**config.mk**
```make
export PLATFORM = sky130hd
export DESIGN_NAME = qam_demodulator
export DESIGN_NICKNAME = d
export VERILOG_FILES = /design/src/rtl/qam_demodulator_pkg.sv /design/src/rtl/qam_demodulator_slicer.sv /design/src/rtl/qam_demodulator.sv
export SDC_FILE = /design/constraint.sdc
export NUM_CORES = 2
export LEC_CHECK = 0
export BUFFER_PORTS_ARGS = -buffer_cell sky130_fd_sc_hd__buf_2
export CAP_MARGIN = 25
export CORE_UTILIZATION = 67
export DETAILED_ROUTE_END_ITERATION = 10
export PLACE_DENSITY = 0.92
export SYNTH_ARGS = -nofsm -noshare
export SYNTH_HDL_FRONTEND = slang
export SYNTH_SLANG_ARGS = --single-unit
```
**constraint.sdc**
```tcl
create_clock -name ipClk -period 6.6 [get_ports ipClk]
set_input_delay 0.33 -clock ipClk [delete_from_list [all_inputs] [get_ports ipClk]]
set_output_delay 0.33 -clock ipClk [all_outputs]
set_load 0.005 [all_outputs]
```
**src/rtl/qam_demodulator_pkg.sv**
```systemverilog
// qam_demodulator_pkg: shared QAM code layout and demodulator FSM states.
// Contents: code field positions, qam_code_t, demod_state_t.
package qam_demodulator_pkg;
   localparam int I_MAG3 = 0;
   localparam int I_SIGN = 1;
   localparam int Q_MAG3 = 2;
   localparam int Q_SIGN = 3;
   typedef logic [3:0] qam_code_t;
   typedef enum logic {SEARCH, ACCUM} demod_state_t;
endpackage

```
**src/rtl/qam_demodulator_slicer.sv**
```systemverilog
// qam_slicer: decides one rail's {sign, mag3} from its correlation and carrier energy.
// Ports: acc_i signed correlation, en_i carrier energy, sign_o negative flag,
//        mag3_o set when |acc_i| >= 2*en_i (amplitude 3 rather than 1).
module qam_slicer #(
   parameter int ACC_W = 48
) (
   input  logic signed [ACC_W-1:0] acc_i,
   input  logic        [ACC_W-1:0] en_i,
   output logic                    sign_o,
   output logic                    mag3_o
);
   // one extra bit so the magnitude of the most negative value and 2*en never wrap
   logic signed [ACC_W:0] ext;
   logic        [ACC_W:0] mag;
   logic        [ACC_W:0] thr;
   assign ext    = acc_i;
   assign sign_o = acc_i[ACC_W-1];
   assign mag    = sign_o ? -ext : ext;
   assign thr    = {en_i, 1'b0};
   assign mag3_o = mag >= thr;
endmodule

```
**src/rtl/qam_demodulator.sv**
```systemverilog
// qam_demodulator: integrate-and-dump 16-QAM demodulator with symbol alignment.
// Ports: ipClk/ipReset (async, active-low); ipModulated + ipModulatedValid sample
//        stream; ipI/ipQ carrier references; ipAlign marks a symbol start;
//        opQAMBlock/opQAMBlockValid recovered code strobe; opAlignDiscard pulses
//        when a partial symbol is thrown away.
module qam_demodulator
   import qam_demodulator_pkg::*;
#(
   parameter int SAMPLES_PER_SYMBOL = 16,
   parameter int ACC_W              = 48
) (
   input  logic               ipClk,
   input  logic               ipReset,
   input  logic signed [19:0] ipModulated,
   input  logic               ipModulatedValid,
   input  logic signed [17:0] ipI,
   input  logic signed [17:0] ipQ,
   input  logic               ipAlign,
   output qam_code_t          opQAMBlock,
   output logic               opQAMBlockValid,
   output logic               opAlignDiscard
);
   localparam int CNT_W = (SAMPLES_PER_SYMBOL > 1) ? $clog2(SAMPLES_PER_SYMBOL) : 1;
   localparam logic [CNT_W-1:0] LAST_IDX = CNT_W'(SAMPLES_PER_SYMBOL - 1);

   demod_state_t             state_q;
   logic [CNT_W-1:0]         cnt_q;
   logic [CNT_W-1:0]         idx_d;
   logic                     take_d, last_d, discard_d;
   logic signed [37:0]       pI_q, pQ_q;
   logic        [35:0]       eI_q, eQ_q;
   logic                     v1_q, first_q, last_q, discard_q;
   logic signed [ACC_W-1:0]  accI_q, accQ_q, dI_q, dQ_q;
   logic        [ACC_W-1:0]  enI_q, enQ_q, dEI_q, dEQ_q;
   logic                     pend_q, decide_q;
   logic                     i_sign, i_mag3, q_sign, q_mag3;
   qam_code_t                code_d, code_q;
   logic                     valid_q;

   // an aligned sample always restarts the symbol at index 0, whatever the counter says
   assign take_d    = ipModulatedValid & (ipAlign | (state_q == ACCUM));
   assign idx_d     = ipAlign ? '0 : cnt_q;
   assign last_d    = idx_d == LAST_IDX;
   assign discard_d = ipModulatedValid & ipAlign & (state_q == ACCUM) & (cnt_q != '0);

   // stage 1: lock/count FSM and products
   always_ff @(posedge ipClk or negedge ipReset) begin
      if (!ipReset) begin
         state_q   <= SEARCH;
         cnt_q     <= '0;
         v1_q      <= 1'b0;
         first_q   <= 1'b0;
         last_q    <= 1'b0;
         discard_q <= 1'b0;
         pI_q      <= '0;
         pQ_q      <= '0;
         eI_q      <= '0;
         eQ_q      <= '0;
      end else begin
         v1_q      <= take_d;
         discard_q <= discard_d;
         if (take_d) begin
            state_q <= ACCUM;
            cnt_q   <= last_d ? '0 : idx_d + 1'b1;
            first_q <= idx_d == '0;
            last_q  <= last_d;
            pI_q    <= ipModulated * ipI;
            pQ_q    <= ipModulated * ipQ;
            eI_q    <= ipI * ipI;
            eQ_q    <= ipQ * ipQ;
         end
      end
   end

   // stage 2: integrate, then hold the finished sums for the slicer
   always_ff @(posedge ipClk or negedge ipReset) begin
      if (!ipReset) begin
         accI_q   <= '0;
         accQ_q   <= '0;
         enI_q    <= '0;
         enQ_q    <= '0;
         pend_q   <= 1'b0;
         decide_q <= 1'b0;
         dI_q     <= '0;
         dQ_q     <= '0;
         dEI_q    <= '0;
         dEQ_q    <= '0;
      end else begin
         if (v1_q) begin
            accI_q <= first_q ? ACC_W'(pI_q) : accI_q + ACC_W'(pI_q);
            accQ_q <= first_q ? ACC_W'(pQ_q) : accQ_q + ACC_W'(pQ_q);
            enI_q  <= first_q ? ACC_W'(eI_q) : enI_q + ACC_W'(eI_q);
            enQ_q  <= first_q ? ACC_W'(eQ_q) : enQ_q + ACC_W'(eQ_q);
         end
         pend_q   <= v1_q & last_q;
         decide_q <= pend_q;
         if (pend_q) begin
            dI_q  <= accI_q;
            dQ_q  <= accQ_q;
            dEI_q <= enI_q;
            dEQ_q <= enQ_q;
         end
      end
   end

   qam_slicer #(.ACC_W(ACC_W)) u_slice_i (.acc_i(dI_q), .en_i(dEI_q), .sign_o(i_sign), .mag3_o(i_mag3));
   qam_slicer #(.ACC_W(ACC_W)) u_slice_q (.acc_i(dQ_q), .en_i(dEQ_q), .sign_o(q_sign), .mag3_o(q_mag3));

   always_comb begin
      code_d         = '0;
      code_d[I_SIGN] = i_sign;
      code_d[I_MAG3] = i_mag3;
      code_d[Q_SIGN] = q_sign;
      code_d[Q_MAG3] = q_mag3;
   end

   // stage 3: registered decision
   always_ff @(posedge ipClk or negedge ipReset) begin
      if (!ipReset) begin
         code_q  <= '0;
         valid_q <= 1'b0;
      end else begin
         valid_q <= decide_q;
         if (decide_q) code_q <= code_d;
      end
   end

   assign opQAMBlock      = code_q;
   assign opQAMBlockValid = valid_q;
   assign opAlignDiscard  = discard_q;
endmodule

```
==> run_results.csv <==
group,metric,value,unit
route,first_pass_iters,8,
worst_setup_path,slowest_stage,"fa_1",
clock_network,ctsLongestPathBuffers,3,
worst_setup_path,critPathArrivalTime,6.95,ns
synthesis,ys_seq_elements,546,
layout,layout-drive-gt1-share,9.19,%
worst_setup_path,start_kind,"primary input",
floorplanning,die-area,124000,um2
synthesis,synth_edf_count,0,
route,wl,229000,um
clock_network,clock_latency,0.68,ns
global_routing,grt_first_pass_wirelength,369000,um
worst_setup_path,worst_setup_path_end_kind,"flop",
floorplanning,coreArea,121000,um2
global_routing,use_met3,9.31,%
timing,slew_headroom,23.8,%
timing,setup_viol,0,
clock_network,clkTransAtPathRegs,0.06,ns
global_routing,grt_pass1_vias,71700,
placed_design,place_congestion,1.01,
synthesis,synth_top_family_by_area,"adder cells",
synthesis,synth_fa_ha_area_share,42.4,%
floorplanning,die_h,352,um
clock_network,cts_buffers,60,
worst_setup_path,worst-setup-path-type,"in2reg",
timing,final-hold-violation-count,0,
route,vias,67400,
timing,post-route-period-util,97.5,%
timing,whs,0.0547,ns
global_routing,grt_max_degree,199,
worst_setup_path,cp_max_fo,17,
layout,nFillCells,7734,
timing,fin_crit,6.43,ns
route,drc,0,
synthesis,synth.mux.area_fraction,1.85,%
timing,max_freq,155,MHz
synthesis,synthXorXnorAreaFrac,4.24,%
layout,layout-area-overhead-vs-synth,9.25,%
timing,finalSetupTns,0,ns
synthesis,mappedNetlistArea,81900,um2
run,maxCapViolCount,0,
synthesis,netlist_instances,9153,
global_routing,track_usage,37.9,%
clock_network,cts.sinks,546,
synthesis,synth_warnings,0,
layout,layout_common_cells,"inv_1, fa_1, nand2_1",
floorplanning,initial_utilization,67.9,%
run_status,status,"finished, final reports clean",
synthesis,synthSimpleGateAreaFrac,13.8,%
clock_network,cts_tree,"done",
floorplanning,die_w,352,um
synthesis,synth_cell_types,83,
clock_network,cts_max_level,2,
route,first_iter_violations,7413,
floorplanning,ios,66,
placed_design,post-dp-hpwl,181000,um
clock_network,clock-root-buffer,"clkbuf_16",
route,drtAntennaViolNets,0,
synthesis,synth_compound_area_share,11.1,%
timing,tightest_slew,1.14,ns
synthesis,synth_ff_type,"dfrtp_1",
worst_setup_path,worstPathRequired,7.12,ns
placed_design,port_buffers,65,
route,post_drt_wl_per_cell,20.6,um
layout,final_common_cell,"inv_1",
synthesis,synth_seq_area_share,16.7,%
layout,final_net_count,11500,
synthesis,async_reset_ff_share,100,%
route,viasPerCell,6.06,
timing,slew_violations,0,
global_routing,use_met1,49.3,%
timing,skew,0.0380,ns
synthesis,synth.avg_cell_area,8.95,um2
global_routing,grtUsageMet2,60.1,%
global_routing,antenna_found_initial,11,
worst_hold_path,min_path_type,"in2reg",
worst_setup_path,cp_slowest_stage_delay,0.54,ns
global_routing,grt-busiest-layer,"met2",
global_routing,grt_overflow,0,
layout,final_util,74.2,%
floorplanning,rows,127,
[cells by family (layout without fill, tap and decap cells)]
family,Yosys count,after routing
adders and majority gates,1985,1985
DFF,546,546
AOI/OAI and AO/OA,1491,1491
buffers and inverters,2168,2503
muxes,138,138
and+or+nand+nor,2428,2428
xor gates and xnor gates,396,396
other,1,7
[path summary, 6_finish.rpt]
kind	startpoint	end	slack, ns	cells past startpoint
setup / recovery	ipModulated[5]	pQ_q[35]$_DFFE_PN0P_	0.17	27
hold / removal	ipAlign	cnt_q[3]$_DFFE_PN0P_	0.05	2
setup reg to reg	dQ_q[13]$_DFFE_PN0P_	opQAMBlock[2]$_DFFE_PN0P_	1.06	22
hold reg to reg	last_q$_DFFE_PN0P_	last_q$_DFFE_PN0P_	0.50	2
max in group asynchronous	ipReset	enI_q[31]$_DFFE_PN0P_	4.66	3
min in group asynchronous	ipReset	enQ_q[9]$_DFFE_PN0P_	0.33	2
[sequential cells by signal, indices dropped and copies added (netlist names), 38 cells and up]
| register | flops |
|---|---|
| pQ_q | 38 |
| dEQ_q | 48 |
| dQ_q | 48 |
| accQ_q | 48 |
| pI_q | 38 |
| dI_q | 48 |
| accI_q | 48 |
| dEI_q | 48 |
| enI_q | 48 |
| enQ_q | 48 |
[cells in the mapped netlist (all sizes together), types with 32 or more instances]
| cell type | count | area (um2) |
|---|---|---|
| nor2 | 437 | 1640 |
| clkbuf | 382 | 1430 |
| and3 | 53 | 332 |
| nand4 | 50 | 328 |
| ha | 672 | 8410 |
| dfrtp | 546 | 13700 |
| o21a | 46 | 345 |
| a21o | 194 | 1460 |
| xnor2 | 276 | 2420 |
| nand2 | 1078 | 4050 |
| o21ai | 445 | 2230 |
| and2 | 437 | 2730 |
| nor2b | 45 | 282 |
| a31oi | 52 | 325 |
| mux2i | 32 | 320 |
| o31ai | 54 | 424 |
| nand2b | 72 | 450 |
| fa | 1313 | 26300 |
| o21bai | 40 | 300 |
| inv | 1769 | 6640 |
| or3 | 36 | 230 |
| nand3 | 84 | 420 |
| nor3 | 62 | 310 |
| mux2 | 106 | 1190 |
| xor2 | 120 | 1050 |
| a21oi | 454 | 2270 |
[routing by layer]
layer | part of all wire, % | vias up
li1 | - | 29300
met1 | 37 | 33200
met2 | 46 | 3885
met3 | 12 | 987
met4 | 5.3 | 12
met5 | 0.039 | -
[metrics by stage]
step	instances	instance area [um2]	setup WS (ns)
4_1_cts	11100	89400	0.236
3_5_place_dp	11000	87300	-0.416
6_report	11100	89500	0.166
5_1_grt	11100	89500	-0.104
2_1_floorplan	9154	81900	0.0403
3_3_place_gp	11000	87300	-0.0828
[worst max-delay path, delay by kind of cell]
family	cells	cell delay, ns
AOI/OAI and AO/OA	10	2.21
adders and majority gates	8	2.93
and+or+nand+nor	2	0.31
buffers and inverters	7	1.15
[final cells by class]
cell class	count	area (um2)	share of cell area [%]
repair buffers	619	4880	5.46
multi-input cells	6440	60100	67.2
clock buffers	84	1760	1.97
clock inverters	28	324	0.362
flip-flops and latches	546	13700	15.3
diodes	5	12.5	0.0140
well taps	1612	2020	2.25
inverters	1772	6650	7.44
[repair_timing]
item / CTS / global route
setup buffers: 0 / 0
gates resized for setup: 0 / 10
endpoints found under the hold margin: 108 / 0
hold buffers: 3 / 0
setup endpoints to repair: 0 / 7
Power is left out: the tool's default activity adds up to more than one toggle a clock period on the data nets, which glitch-free logic cannot reach.
